==> src/rtl/popcount_arbiter.sv <==
// Round-robin arbiter feeding one shared, registered popcount engine.
// One word is in flight at a time; the result comes back tagged with its requester index.
module popcount_arbiter #(
    parameter int NREQ = 4,
    parameter int W    = 8,
    localparam int CW  = $clog2(W + 1),
    localparam int IW  = $clog2(NREQ)
) (
    input  logic                clk,
    input  logic                reset,
    input  logic [NREQ-1:0]     req,
    input  logic [NREQ*W-1:0]   req_data,
    output logic [NREQ-1:0]     grant,
    output logic                busy,
    output logic                res_valid,
    output logic [CW-1:0]       res_count,
    output logic [IW-1:0]       res_id,
    input  logic                res_ready
);

    typedef enum logic [1:0] {
        S_IDLE = 2'd0,
        S_CAPT = 2'd1,
        S_CNT  = 2'd2,
        S_RES  = 2'd3
    } state_t;

    state_t             r_state;
    state_t             w_next_state;
    logic [IW-1:0]      r_ptr;
    logic [IW-1:0]      r_winner;
    logic [W-1:0]       r_capt;
    logic [NREQ-1:0]    r_grant;
    logic               r_res_valid;
    logic [CW-1:0]      r_res_count;
    logic [IW-1:0]      r_res_id;
    logic [IW-1:0]      w_winner;
    logic               w_found;
    logic               w_handshake;

    function automatic logic [CW-1:0] f_popcount(input logic [W-1:0] d);
        logic [CW-1:0] s;
        s = '0;
        for (int i = 0; i < W; i++) begin
            s = s + CW'(d[i]);
        end
        return s;
    endfunction

    function automatic logic [IW-1:0] f_next_idx(input logic [IW-1:0] idx);
        return IW'((int'(idx) + 1) % NREQ);
    endfunction

    // Rotating search starting at r_ptr; first pending requester wins.
    always_comb begin
        w_found  = 1'b0;
        w_winner = '0;
        for (int k = 0; k < NREQ; k++) begin
            if (!w_found && req[(int'(r_ptr) + k) % NREQ]) begin
                w_found  = 1'b1;
                w_winner = IW'((int'(r_ptr) + k) % NREQ);
            end
        end
    end

    assign w_handshake = r_res_valid & res_ready;

    always_ff @(posedge clk or negedge reset) begin
        if (!reset) begin
            r_state <= S_IDLE;
        end else begin
            r_state <= w_next_state;
        end
    end

    always_comb begin
        w_next_state = r_state;
        case (r_state)
            S_IDLE:  if (w_found) w_next_state = S_CAPT;
            S_CAPT:  w_next_state = S_CNT;
            S_CNT:   w_next_state = S_RES;
            S_RES:   if (w_handshake) w_next_state = S_IDLE;
            default: w_next_state = S_IDLE;
        endcase
    end

    always_ff @(posedge clk or negedge reset) begin
        if (!reset) begin
            r_ptr       <= '0;
            r_winner    <= '0;
            r_capt      <= '0;
            r_grant     <= '0;
            r_res_valid <= 1'b0;
            r_res_count <= '0;
            r_res_id    <= '0;
        end else begin
            r_grant <= '0;
            case (r_state)
                S_IDLE: begin
                    if (w_found) begin
                        r_capt   <= req_data[int'(w_winner)*W +: W];
                        r_winner <= w_winner;
                        r_grant  <= {{(NREQ-1){1'b0}}, 1'b1} << w_winner;
                    end
                end
                S_CAPT: begin
                    r_res_count <= f_popcount(r_capt);
                end
                S_CNT: begin
                    r_res_valid <= 1'b1;
                    r_res_id    <= r_winner;
                end
                S_RES: begin
                    // Pointer advances only on acceptance, so the next IDLE arbitration sees it.
                    if (w_handshake) begin
                        r_res_valid <= 1'b0;
                        r_ptr       <= f_next_idx(r_winner);
                    end
                end
                default: ;
            endcase
        end
    end

    assign grant     = r_grant;
    assign busy      = (r_state != S_IDLE);
    assign res_valid = r_res_valid;
    assign res_count = r_res_count;
    assign res_id    = r_res_id;

endmodule

==> config.mk <==
export PLATFORM = sky130hd
export DESIGN_NAME = popcount_arbiter
export DESIGN_NICKNAME = d
export VERILOG_FILES = /design/src/rtl/popcount_arbiter.sv
export SDC_FILE = /design/constraint.sdc
export NUM_CORES = 1
export LEC_CHECK = 0
export CAP_MARGIN = 20
export CORE_AREA = 2 2 69 71
export DETAILED_ROUTE_END_ITERATION = 8
export DIE_AREA = 0 0 71 73
export DONT_BUFFER_PORTS = 1
export MAX_ROUTING_LAYER = met4
export PLACE_DENSITY = 0.5
export SYNTH_ARGS = -nofsm -noshare
export SYNTH_HDL_FRONTEND = slang
export SYNTH_SLANG_ARGS = --single-unit
==> constraint.sdc <==
create_clock -name clk -period 6 [get_ports clk]
set_input_delay 1.2 -clock clk [delete_from_list [all_inputs] [get_ports clk]]
set_output_delay 1.2 -clock clk [all_outputs]
set_load 0.02 [all_outputs]
==> results of run 1 <==
critical path, delay by kind of cell, from the launching register on:
| family | cells | cell delay [ns] |
|---|---|---|
| xor+xnor | 1 | 0.13 |
| fa+ha+maj | 5 | 1.96 |
| buf+inv | 3 | 0.18 |
| flops | 1 | 0.35 |
| mux | 1 | 0.26 |
area by class of cell:
| cell class | count | area (µm²) |
|---|---|---|
| Clock buffer | 4 | 45.0 |
| Multi-Input combinational cell | 88 | 729 |
| Inverter | 22 | 82.6 |
| Sequential cell | 25 | 626 |
| Tap cell | 54 | 67.6 |
| Fill cell | 449 | 2990 |
worst max path at each step:
stage	startpoint	end	slack, ns	cells past startpoint
2_1_floorplan	r_capt[0]$_DFFE_PN0P_	res_count[2]$_DFFE_PN0N_	3.14	10
3_3_place_gp	r_capt[0]$_DFFE_PN0P_	res_count[2]$_DFFE_PN0N_	3.06	10
3_5_place_dp	r_capt[0]$_DFFE_PN0P_	res_count[2]$_DFFE_PN0N_	3.05	10
4_1_cts	r_capt[0]$_DFFE_PN0P_	res_count[2]$_DFFE_PN0N_	3.02	10
5_1_grt	r_capt[0]$_DFFE_PN0P_	res_count[2]$_DFFE_PN0N_	2.92	10
6_report	r_capt[0]$_DFFE_PN0P_	res_count[2]$_DFFE_PN0N_	3.05	10
flip-flops by register name, summed over array words and instances, names as in the netlist:
name       count
r_capt         8
grant          4
res_count      4
r_ptr          2
r_state        2
r_winner       2
res_id         2
res_valid      1
stage by stage:
| step | setup slack [ns] | cell area, µm² |
|---|---|---|
| finish | 3.05 | 1550 |
| global route | 2.92 | 1550 |
| CTS | 3.02 | 1550 |
| detailed placement | 3.05 | 1510 |
| global placement | 3.06 | 1510 |
| floorplan | 3.14 | 1490 |
report_power, final:
part           leakage [nW]  internal, mW  switching, mW
combinational         0.431         0.242          0.276
clock                0.0228        0.0474         0.0519
sequential            0.312         0.248         0.0942
synthesized netlist by cell type (all sizes together) (2+ instances only):
library cell	number
nor2b	3
dfrtp	25
a221o	2
a21oi	3
mux2i	18
nand2b	2
nand2	16
nor2	3
mux2	4
fa	4
xnor2	2
o221ai	8
o21ai	5
ha	7
buf	4
inv	22
o22ai	2
cells by family (layout without fill, tap and decap cells):
family,Yosys count,in the layout,synth area share [%]
simple gates,28,28,8.83
flops,25,25,42.1
xor+xnor,2,2,1.18
fa+ha+maj,11,11,11.3
buf+inv,26,26,8.92
mux,22,22,15.1
compound gates,25,25,12.6
metal layers:
metal | part of all wire, % | GRT usage, % | up-vias
li1 | - | - | 474
met1 | 45 | 16.0 | 493
met2 | 48 | 19.2 | 42
met3 | 7.5 | 2.62 | 0
met4 | 0 | 2.52 | 0
met5 | 0 | - | -
==> results.md, run 1 <==
- Max VDD drop: approximately 0.21 mV
- Status: finished, final reports clean
- Data arrival, critical path: roughly 3.1 ns
- #FFs+latches synth: 25
- RSZ-0062 raised after global routing: false
- Starting DRT DRC Count: 44
- Area Growth Syn to Fin: 4.21%
- Final Non-Filler Cells: slightly below 200
- Reg-to-Reg Start: r_capt[0]$_DFFE_PN0P_
- Layout Utilization: between 30% and 40%
- CTS tree: yes
- Post-synth EDFFs: 0
- Setup TNS: 0 ns
- Part of the Yosys area used for sequential elements: a little over two fifths
- Startpoint Class: register
- DP HPWL: ~2300 µm
- Yosys warnings: 0
- Final Setup Violations: 0
- R2R Setup Slk: a little over 3 ns
- Hold Violations, Final: 0
- Main area contributors after synthesis: dfrtp_1 (42%), mux2i_1 (12%), ha_1 (5.9%)
- Post-CTS sizing: 0
- Clk Latency, worst-skew pair: ~0.27 ns
- Final wirelength: about 2900 µm
- Clock Path Buffers: 2
- Most frequent cell on the critical path: fa_1
- Antenna-violating nets left: 0
- Crit end category: register
- Worst Path Max Fanout: 2
- CTS Buf Count: 3
- HP Class: register to register
- Number of post-CTS setup repair buffers: 0
- Nets@finish: 190
- # IOs: between 50 and 60
- Hold path depth: 2
- Die height: approximately 73 µm
- Crit Path Category: register to register
- Proportion of layout cells with a drive suffix above 1: 7.91%
- Least-Margin Pin Slew: between 0.9 and 1 ns
- Root Driver: clkbuf_8
- Placed insts: 189
- Post-Syn Instances: 139
- Leakage: ~0.77 nW
- Routed len/inst: roughly 15 µm
- FF-to-FF path depth: 10
- Gp weighted congestion: around 0.75
- Initial antenna violation count: 0
- Gr usage total: about an eighth
- Initial cell density of the core: between 30 and 40%
- Largest net degree at the start of global routing: 26
- Slowest-stage cell, CP: fa_1
- Final hold slack: just under 0.5 ns
- Final Total Pwr: approximately 0.96 mW
- Fin crit period: approximately 3.0 ns
- Fmax: about 340 MHz
- Post-synth top area cell: dfrtp_1
- Post-route DRC: 0
- Final worst-path cycle share: roughly half
- Global-route wire length before repair: around 4800 µm
- Commonest register cell after synthesis: dfrtp_1
- Critical path's largest stage delay: 0.55 ns
- Hold EP: r_capt[4]$_DFFE_PN0P_
- Post-synth ARST share: 100%
- Cell variety after synth: 30
- Via count: just over 1,000
- FP Rows: 25
- PwrDens: 619 nW/µm²
- Max capacitance violation total: 0
- Grt total ovfl: 0
- DR pass1 iterations: 4
- Critical-path cell list: inv_1 -> fa_1 -> fa_1 -> fa_1 -> inv_1 -> ha_1 -> inv_1 -> fa_1 -> xnor2_1 -> mux2_2
- Vias in the first global route: 999
- Hold path start: r_capt[4]$_DFFE_PN0P_
- Clk sinks: 25
- Chip width: slightly above 70 µm
- Synth Net Count: ~190
- Critical path required time: between 6 and 7 ns
- Hold-fix buffers, CTS: 0
- Core Footprint: 4540 µm²
- Yosys top cell area share: a little over two fifths
- N_diodes: 0
- Area of the mapped netlist: ~1500 µm²
- Reg2Reg Capture Point: res_count[2]$_DFFE_PN0N_
- Slew headroom: between 30% and 40%
- I/O Buffers: 0
- Syn avg cell area: about 11 µm²
- Max Clock Skew: roughly 0.0067 ns
- CTS clock-pin slew for the worst setup and hold paths: about 0.09 ns
- H-Tree Level Count: 1
- Max Slew Vio Count: 0
- Most frequent cells in the layout: dfrtp_1 (25), inv_1 (22), mux2i_1 (18)
- Die area: 5180 µm²
- Most common cell after layout, fill and taps aside: dfrtp_1
- Vias per Instance: approximately 5.2
No activity file was read; power rests on OpenSTA's default activity.
==> run 2: changes to the inputs <==
- ABC_AREA: default -> 1
- CORE_AREA: 2 2 69 71 -> 2 2 75 77
- DIE_AREA: 0 0 71 73 -> 0 0 77 79
- PLACE_DENSITY: 0.5 -> 0.53
- clock period: 6 -> 2.6 ns (I/O delays scaled with it)
==> run 2 against run 1 <==
Synthesized cell count grew 89%. Cell count grew 76%. Routed wire length grew 23%. Global-route usage grew 1.7 points. Maximum frequency grew 7.7%. The run now ends with negative setup slack left. Critical path depth shrank 1. Non-clock buffer count grew 3. First-iteration DRC count grew 23%. Setup slack lost 3.2 ns. Area after synthesis grew 21%.
==> results.md, run 2 <==
- # IOs: 51 (unchanged)
- Mux share of post-synthesis cell area: 0% (-15 points)
- Post-synth top area cell: dfrtp_1
- Grt total ovfl: 0 (unchanged)
- #FFs+latches synth: 25 (unchanged)
- Critical path destination: res_count[1]$_DFFE_PN0N_
- Startpoint Class: register
- Max capacitance violation total: 0 (unchanged)
- Yosys warnings: 0 (unchanged)
- Cell variety after synth: 22 (-27%)
- Starting DRT DRC Count: 54 (+23%)
- Part of the Yosys area used for sequential elements: 34.7% (-7.4 points)
- Most flop-heavy register: r_capt
- Top-count cell post-synth: nand2_1
- RSZ-0062 raised after global routing: true
- Failing checks: negative setup slack
- Final wirelength: 3610 µm (+23%)
- R2R Setup Slk: -0.14 ns (-3.19 ns)
- Yosys top cell area share: 34.7% (-7.4 points)
- Die height: 79 µm (+8.2%)
- Least-Margin Pin Slew: 0.388 ns (-0.576 ns)
- DR pass1 iterations: 4 (unchanged)
- FP Rows: 27 (+8.0%)
- Fmax: 365 MHz (+7.7%)
- CTS tree: yes
- CP startpoint: r_capt[3]$_DFFE_PN0P_
- Final Setup Violations: 2 (+2)
- Hold Violations, Final: 0 (unchanged)
- Gp weighted congestion: 0.810 (+8.3%)
- Vias per Instance: 4.51 (-14%)
- Reg2Reg Capture Point: res_count[1]$_DFFE_PN0N_
- Gr usage total: 13.8% (+1.7 points)
- Crit Path Category: register to register
- Routed len/inst: 10.7 µm (-30%)
- Chip width: 77 µm (+8.5%)
- H-Tree Level Count: 1 (unchanged)
- CTS clock-pin slew for the worst setup and hold paths: 0.08 ns (about the same)
- Worst Path Max Fanout: 2 (unchanged)
- Post-route DRC: 0 (unchanged)
- Area Growth Syn to Fin: 9.15%
- Post-synth EDFFs: 0 (unchanged)
- Antenna-violating nets left: 0 (unchanged)
- Final hold slack: 0.0586 ns (-0.434 ns)
- Crit end category: register
- Critical path required time: 2.76 ns (-3.40 ns)
- Post-Syn Instances: 263 (+89%)
- Status: finished, violations left
- Slew headroom: 74.1% (+38 points)
- Simple-gate share of the synthesized area: 39.9% (+31 points)
- Initial antenna violation count: 0 (unchanged)
- Largest family of logic cells by synthesized area: simple AND/OR/NAND/NOR gates
- Die area: 6080 µm² (+17%)
- Area of the mapped netlist: 1810 µm² (+21%)
- Most frequent cells in the layout: nand2_1 (114), inv_1 (40), dfrtp_1 (25)
- Clk Latency, worst-skew pair: 0.26 ns (about the same)
- Final worst-path cycle share: 105% (+56 points)
- N_diodes: 0 (unchanged)
- Core Footprint: 5340 µm² (+18%)
- Max Slew Vio Count: 0 (unchanged)
- Global-route wire length before repair: 6700 µm (+39%)
- Main area contributors after synthesis: dfrtp_1 (35%), nand2_1 (24%), inv_1 (9.1%)
- DP HPWL: 2850 µm (+26%)
- HP Class: primary input to asynchronous set/reset pin
- Clock Path Buffers: 2 (unchanged)
- Vias in the first global route: 1,493 (+49%)
- Max Clock Skew: 0.00217 ns (-0.00455 ns)
- Initial cell density of the core: 33.8% (+1.0 points)
- Fin crit period: 2.74 ns (-0.210 ns)
- Post-synthesis adder-cell area fraction: 9.29% (-2.0 points)
- Post-synth ARST share: 100% (unchanged)
- Placement Setup Slack: -0.233 ns (-3.28 ns)
- CTS Buf Count: 3 (unchanged)
- Post-synthesis compound-gate area fraction: 4.16% (-8.5 points)
- Most common cell after layout, fill and taps aside: nand2_1
- Max reg flops: 8 (unchanged)
- I/O Buffers: 0 (unchanged)
- Most frequent cells after synthesis: nand2_1 (114), inv_1 (44), dfrtp_1 (25), nand3_1 (20), o21ai_0 (11)
- Syn avg cell area: 6.86 µm² (-36%)
- Root Driver: clkbuf_8
- Clk sinks: 25 (unchanged)
- Nets@finish: 318 (+67%)
- Proportion of layout cells with a drive suffix above 1: 12.0% (+4.1 points)
- Largest net degree at the start of global routing: 26 (unchanged)
- Synth Area in XOR/XNOR: 0.485% (-0.69 points)
- Commonest register cell after synthesis: dfrtp_1
- Synth Net Count: 313 (+66%)
- Reg-to-Reg Start: r_capt[3]$_DFFE_PN0P_
- Final Worst Setup Slack: -0.140 ns (-3.19 ns)
- Via count: 1,530 (+52%)
- Data arrival, critical path: 2.90 ns (-0.21 ns)
- FF-to-FF path depth: 9 (-1)
[run 2: changes by cell type in the layout (fill, tap and decap cells not counted), moves of 4 or more]
cell	before	now
nand2_2	0	6
o221ai_1	8	0
nand2_1	16	114
mux2_2	4	0
o21ai_0	5	9
inv_2	0	8
nand3_1	1	20
inv_1	22	40
nand4_1	0	6
mux2i_1	18	0
[run 2: through the flow]
step | util (%) | cells | area [µm²] | setup TNS [ns]
final | 36.9 | 339 | 1970 | -0.251
after floorplan | - | 263 | 1810 | -0.203
after global routing | 36.9 | 339 | 1970 | -0.477
after CTS | 36.5 | 338 | 1950 | -0.371
after global placement | 35.0 | 332 | 1870 | -0.273
after detailed placement | 35.0 | 332 | 1870 | -0.447
[run 2: worst min-delay path by stage]
stage	from	endpoint	slack (ns)
floorplan	reset	grant[0]$_DFF_PN0_	0.22
global placement	reset	res_count[3]$_DFFE_PN0N_	0.23
detailed placement	reset	res_count[2]$_DFFE_PN0N_	0.23
CTS	reset	res_valid$_DFFE_PN0P_	0.06
global route	reset	res_count[1]$_DFFE_PN0N_	0.05
finish	reset	res_id[1]$_DFFE_PN0P_	0.06
[run 2: routing by layer]
layer	vias to the layer above	track usage (%)	routed length, µm
li1	817	-	-
met1	661	18.4	1760
met2	47	21.1	1560
met3	5	2.95	246
met4	0	4.11	44
met5	-	-	0
[run 2: cell families after synthesis]
kind of cell               Yosys count
and+or+nand+nor                    160
xor gates and xnor gates             1
AOI/OAI and AO/OA                   15
DFF                                 25
adders and majority gates           11
buffers and inverters               51
[run 2: final cells by class]
cell class / count / area, µm²
inverters: 48 / 180
multi-input cells: 187 / 995
well taps: 72 / 90.1
repair buffers: 3 / 35.0
flip-flops and latches: 25 / 626
clock buffers: 4 / 45.0
fillers: 610 / 3370
[run 2: worst max-delay path, stage by stage (launching register included)]
cell and delay, ns:
dfrtp_1 0.36, inv_2 0.04, fa_1 0.55, fa_1 0.43, fa_1 0.45, inv_2 0.08
ha_4 0.13, inv_2 0.03, fa_2 0.52, o21ai_2 0.05
[run 2: repair_timing]
action	CTS	global route
endpoints found under the hold margin	25	0
pin swaps	3	2
resized for setup	6	5
hold buffers	1	0
setup buffers	1	1
setup endpoints to repair	2	3
Power of run 2 is left out: the tool's default activity adds up to more than one toggle a clock period on the data nets, which glitch-free logic cannot reach.
==> run 3: changes to the inputs <==
- BUFFER_PORTS_ARGS: default -> -buffer_cell sky130_fd_sc_hd__buf_2
- CELL_PAD_IN_SITES_DETAIL_PLACEMENT: default -> 1
- CELL_PAD_IN_SITES_GLOBAL_PLACEMENT: default -> 2
- CORE_AREA: 2 2 75 77 -> 2 2 88 90
- DIE_AREA: 0 0 77 79 -> 0 0 90 92
- DONT_BUFFER_PORTS: 1 -> default
- PLACE_DENSITY: 0.53 -> 0.78
- SETUP_SLACK_MARGIN: default -> 0.5
==> run 3 against run 2 <==
The flow still finishes with violations (negative setup slack). Critical path depth unchanged. Worst hold slack better by 0.18 ns. Global-route usage shrank 1.2 points. Non-clock buffer count rose by 63. Sequential cell count did not move. Register-to-register slack lost 0.07 ns. Highest routed layer unchanged.
==> results.md, run 3 (same netlist as run 2, synthesis figures left out) <==
- Crit Path Category: register to register
- Placement Setup Slack: -0.294 ns (-0.0610 ns)
- Initial antenna violation count: 0 (unchanged)
- Filler cells: 982 (+61%)
- Final worst-path cycle share: 108% (+2.8 points)
- Max reg flops: 8 (unchanged)
- Least-Margin Pin Slew: 0.557 ns (+0.169 ns)
- Hold-fix buffers, CTS: 0 (-1)
- DR pass1 iterations: 4 (unchanged)
- Area Growth Syn to Fin: 32.4%
- Global-route wire length before repair: 8370 µm (+25%)
- Failing checks: negative setup slack
- Most common cell after layout, fill and taps aside: nand2_1
- Final Worst Setup Slack: -0.213 ns (-0.0726 ns)
- N_diodes: 0 (unchanged)
- Proportion of layout cells with a drive suffix above 1: 30.2% (+18 points)
- Gp weighted congestion: 0.778 (-3.9%)
- FP Rows: 32 (+19%)
- Vias in the first global route: 1,838 (+23%)
- Crit end category: register
- CTS clock-pin slew for the worst setup and hold paths: 0.08 ns (about the same)
- Nets@finish: 382 (+20%)
- Grt total ovfl: 0 (unchanged)
- RSZ-0062 raised after global routing: true
- Max Slew Vio Count: 0 (unchanged)
- Post-route DRC: 0 (unchanged)
- Core Footprint: 7450 µm² (+40%)
- Most frequent cells in the layout: nand2_1 (113), buf_2 (51), inv_1 (39)
- Startpoint Class: register
- Vias per Instance: 4.11 (-9.0%)
- Final Setup Violations: 3 (+1)
- Worst Path Max Fanout: 2 (unchanged)
- DP HPWL: 3640 µm (+28%)
- Die area: 8280 µm² (+36%)
- Setup TNS: -0.574 ns (-0.323 ns)
- Max capacitance violation total: 0 (unchanged)
- Via count: 1,779 (+16%)
- Initial cell density of the core: 24.2% (-9.6 points)
- HP Class: primary input to asynchronous set/reset pin
- Slew headroom: 62.8% (-11 points)
- Max Clock Skew: 0.00323 ns (+0.00107 ns)
- Final wirelength: 4900 µm (+36%)
- Largest net degree at the start of global routing: 26 (unchanged)
- # IOs: 51 (unchanged)
- Clock Path Buffers: 2 (unchanged)
- Critical path required time: 2.80 ns (+0.04 ns)
- I/O Buffers: 50 (+50)
- CTS tree: yes
- Most flop-heavy register: r_capt
- Multi-input gate area: 1020 µm² (+2.4%)
- Clk Latency, worst-skew pair: 0.26 ns (about the same)
- Root Driver: clkbuf_8
- H-Tree Level Count: 1 (unchanged)
- Final Non-Filler Cells: 433 (+28%)
- Hold Violations, Final: 0 (unchanged)
- Clk sinks: 25 (unchanged)
- Antenna-violating nets left: 0 (unchanged)
- FF+latch area: 628 µm² (+0.40%)
- CTS Buf Count: 3 (unchanged)
- R2R Setup Slk: -0.21 ns (-0.07 ns)
- Gr usage total: 12.6% (-1.2 points)
- Data arrival, critical path: 3.01 ns (+0.11 ns)
- Routed len/inst: 11.3 µm (+6.2%)
- Fin crit period: 2.81 ns (+0.0726 ns)
- Placed insts: 413 (+24%)
- Fmax: 356 MHz (-2.6%)
- Status: finished, violations left
- Die height: 92 µm (+16%)
- Chip width: 90 µm (+17%)
- Starting DRT DRC Count: 79 (+46%)
-- run 3: changes by cell type in the layout (fill, tap and decap cells not counted), moves of 2 or more --
cell and change:
dfrtp_1 -2, buf_4 +10, buf_6 +2, buf_2 +51, o21ai_1 +2, dfrtp_2 +2
-- run 3: final timing paths --
path	start	end	cells after the start
max	r_capt[3]$_DFFE_PN0P_	res_count[1]$_DFFE_PN0N_	9
min	reset	res_id[1]$_DFFE_PN0P_	1
max reg2reg	r_capt[3]$_DFFE_PN0P_	res_count[1]$_DFFE_PN0N_	9
min reg2reg	res_count[0]$_DFFE_PN0N_	res_count[0]$_DFFE_PN0N_	2
max in group asynchronous	reset	r_ptr[0]$_DFFE_PN0P_	1
min in group clk	res_count[0]$_DFFE_PN0N_	res_count[0]$_DFFE_PN0N_	2
-- run 3: what timing repair did --
| item | in CTS | in global routing |
|---|---|---|
| buffers inserted | 6 | 9 |
| endpoints found under the setup margin | 14 | 16 |
| pin swaps | 7 | 5 |
| gates resized for setup | 16 | 6 |
| gates cloned | 0 | 1 |
-- run 3: through the flow --
| stage | instance area [µm²] | utilization [%] | hold slack [ns] |
|---|---|---|---|
| 2_1_floorplan | 1810 | - | 0.224 |
| 3_3_place_gp | 2160 | 29.0 | 0.458 |
| 3_5_place_dp | 2160 | 29.0 | 0.463 |
| 4_1_cts | 2300 | 30.9 | 0.256 |
| 5_1_grt | 2390 | 32.1 | 0.276 |
| 6_report | 2390 | 32.1 | 0.237 |
-- run 3: layer usage --
metal / track usage, % / wire length, µm / part of all wire, % / up-vias
li1: - / - / - / 943
met2: 20.1 / 2290 / 47 / 32
met4: 4.10 / 67 / 1.4 / 0
met1: 17.0 / 2410 / 49 / 800
met3: 1.07 / 143 / 2.9 / 4
met5: - / 0 / 0 / -
-- run 3: cell type report --
cell class              instances  share of cell area, %
flip-flops and latches         25                   26.3
multi-input cells             188                   42.6
well taps                     102                   5.34
inverters                      48                   7.64
clock buffers                   4                   1.88
repair buffers                 66                   16.2
-- run 3: critical path: stages, from the launching register on --
cell	delay [ns]
dfrtp_1	0.38
inv_2	0.05
fa_1	0.56
fa_1	0.44
fa_2	0.54
inv_2	0.05
ha_4	0.15
inv_2	0.05
fa_2	0.41
o21ai_1	0.12
Power of run 3 is left out for the same reason.
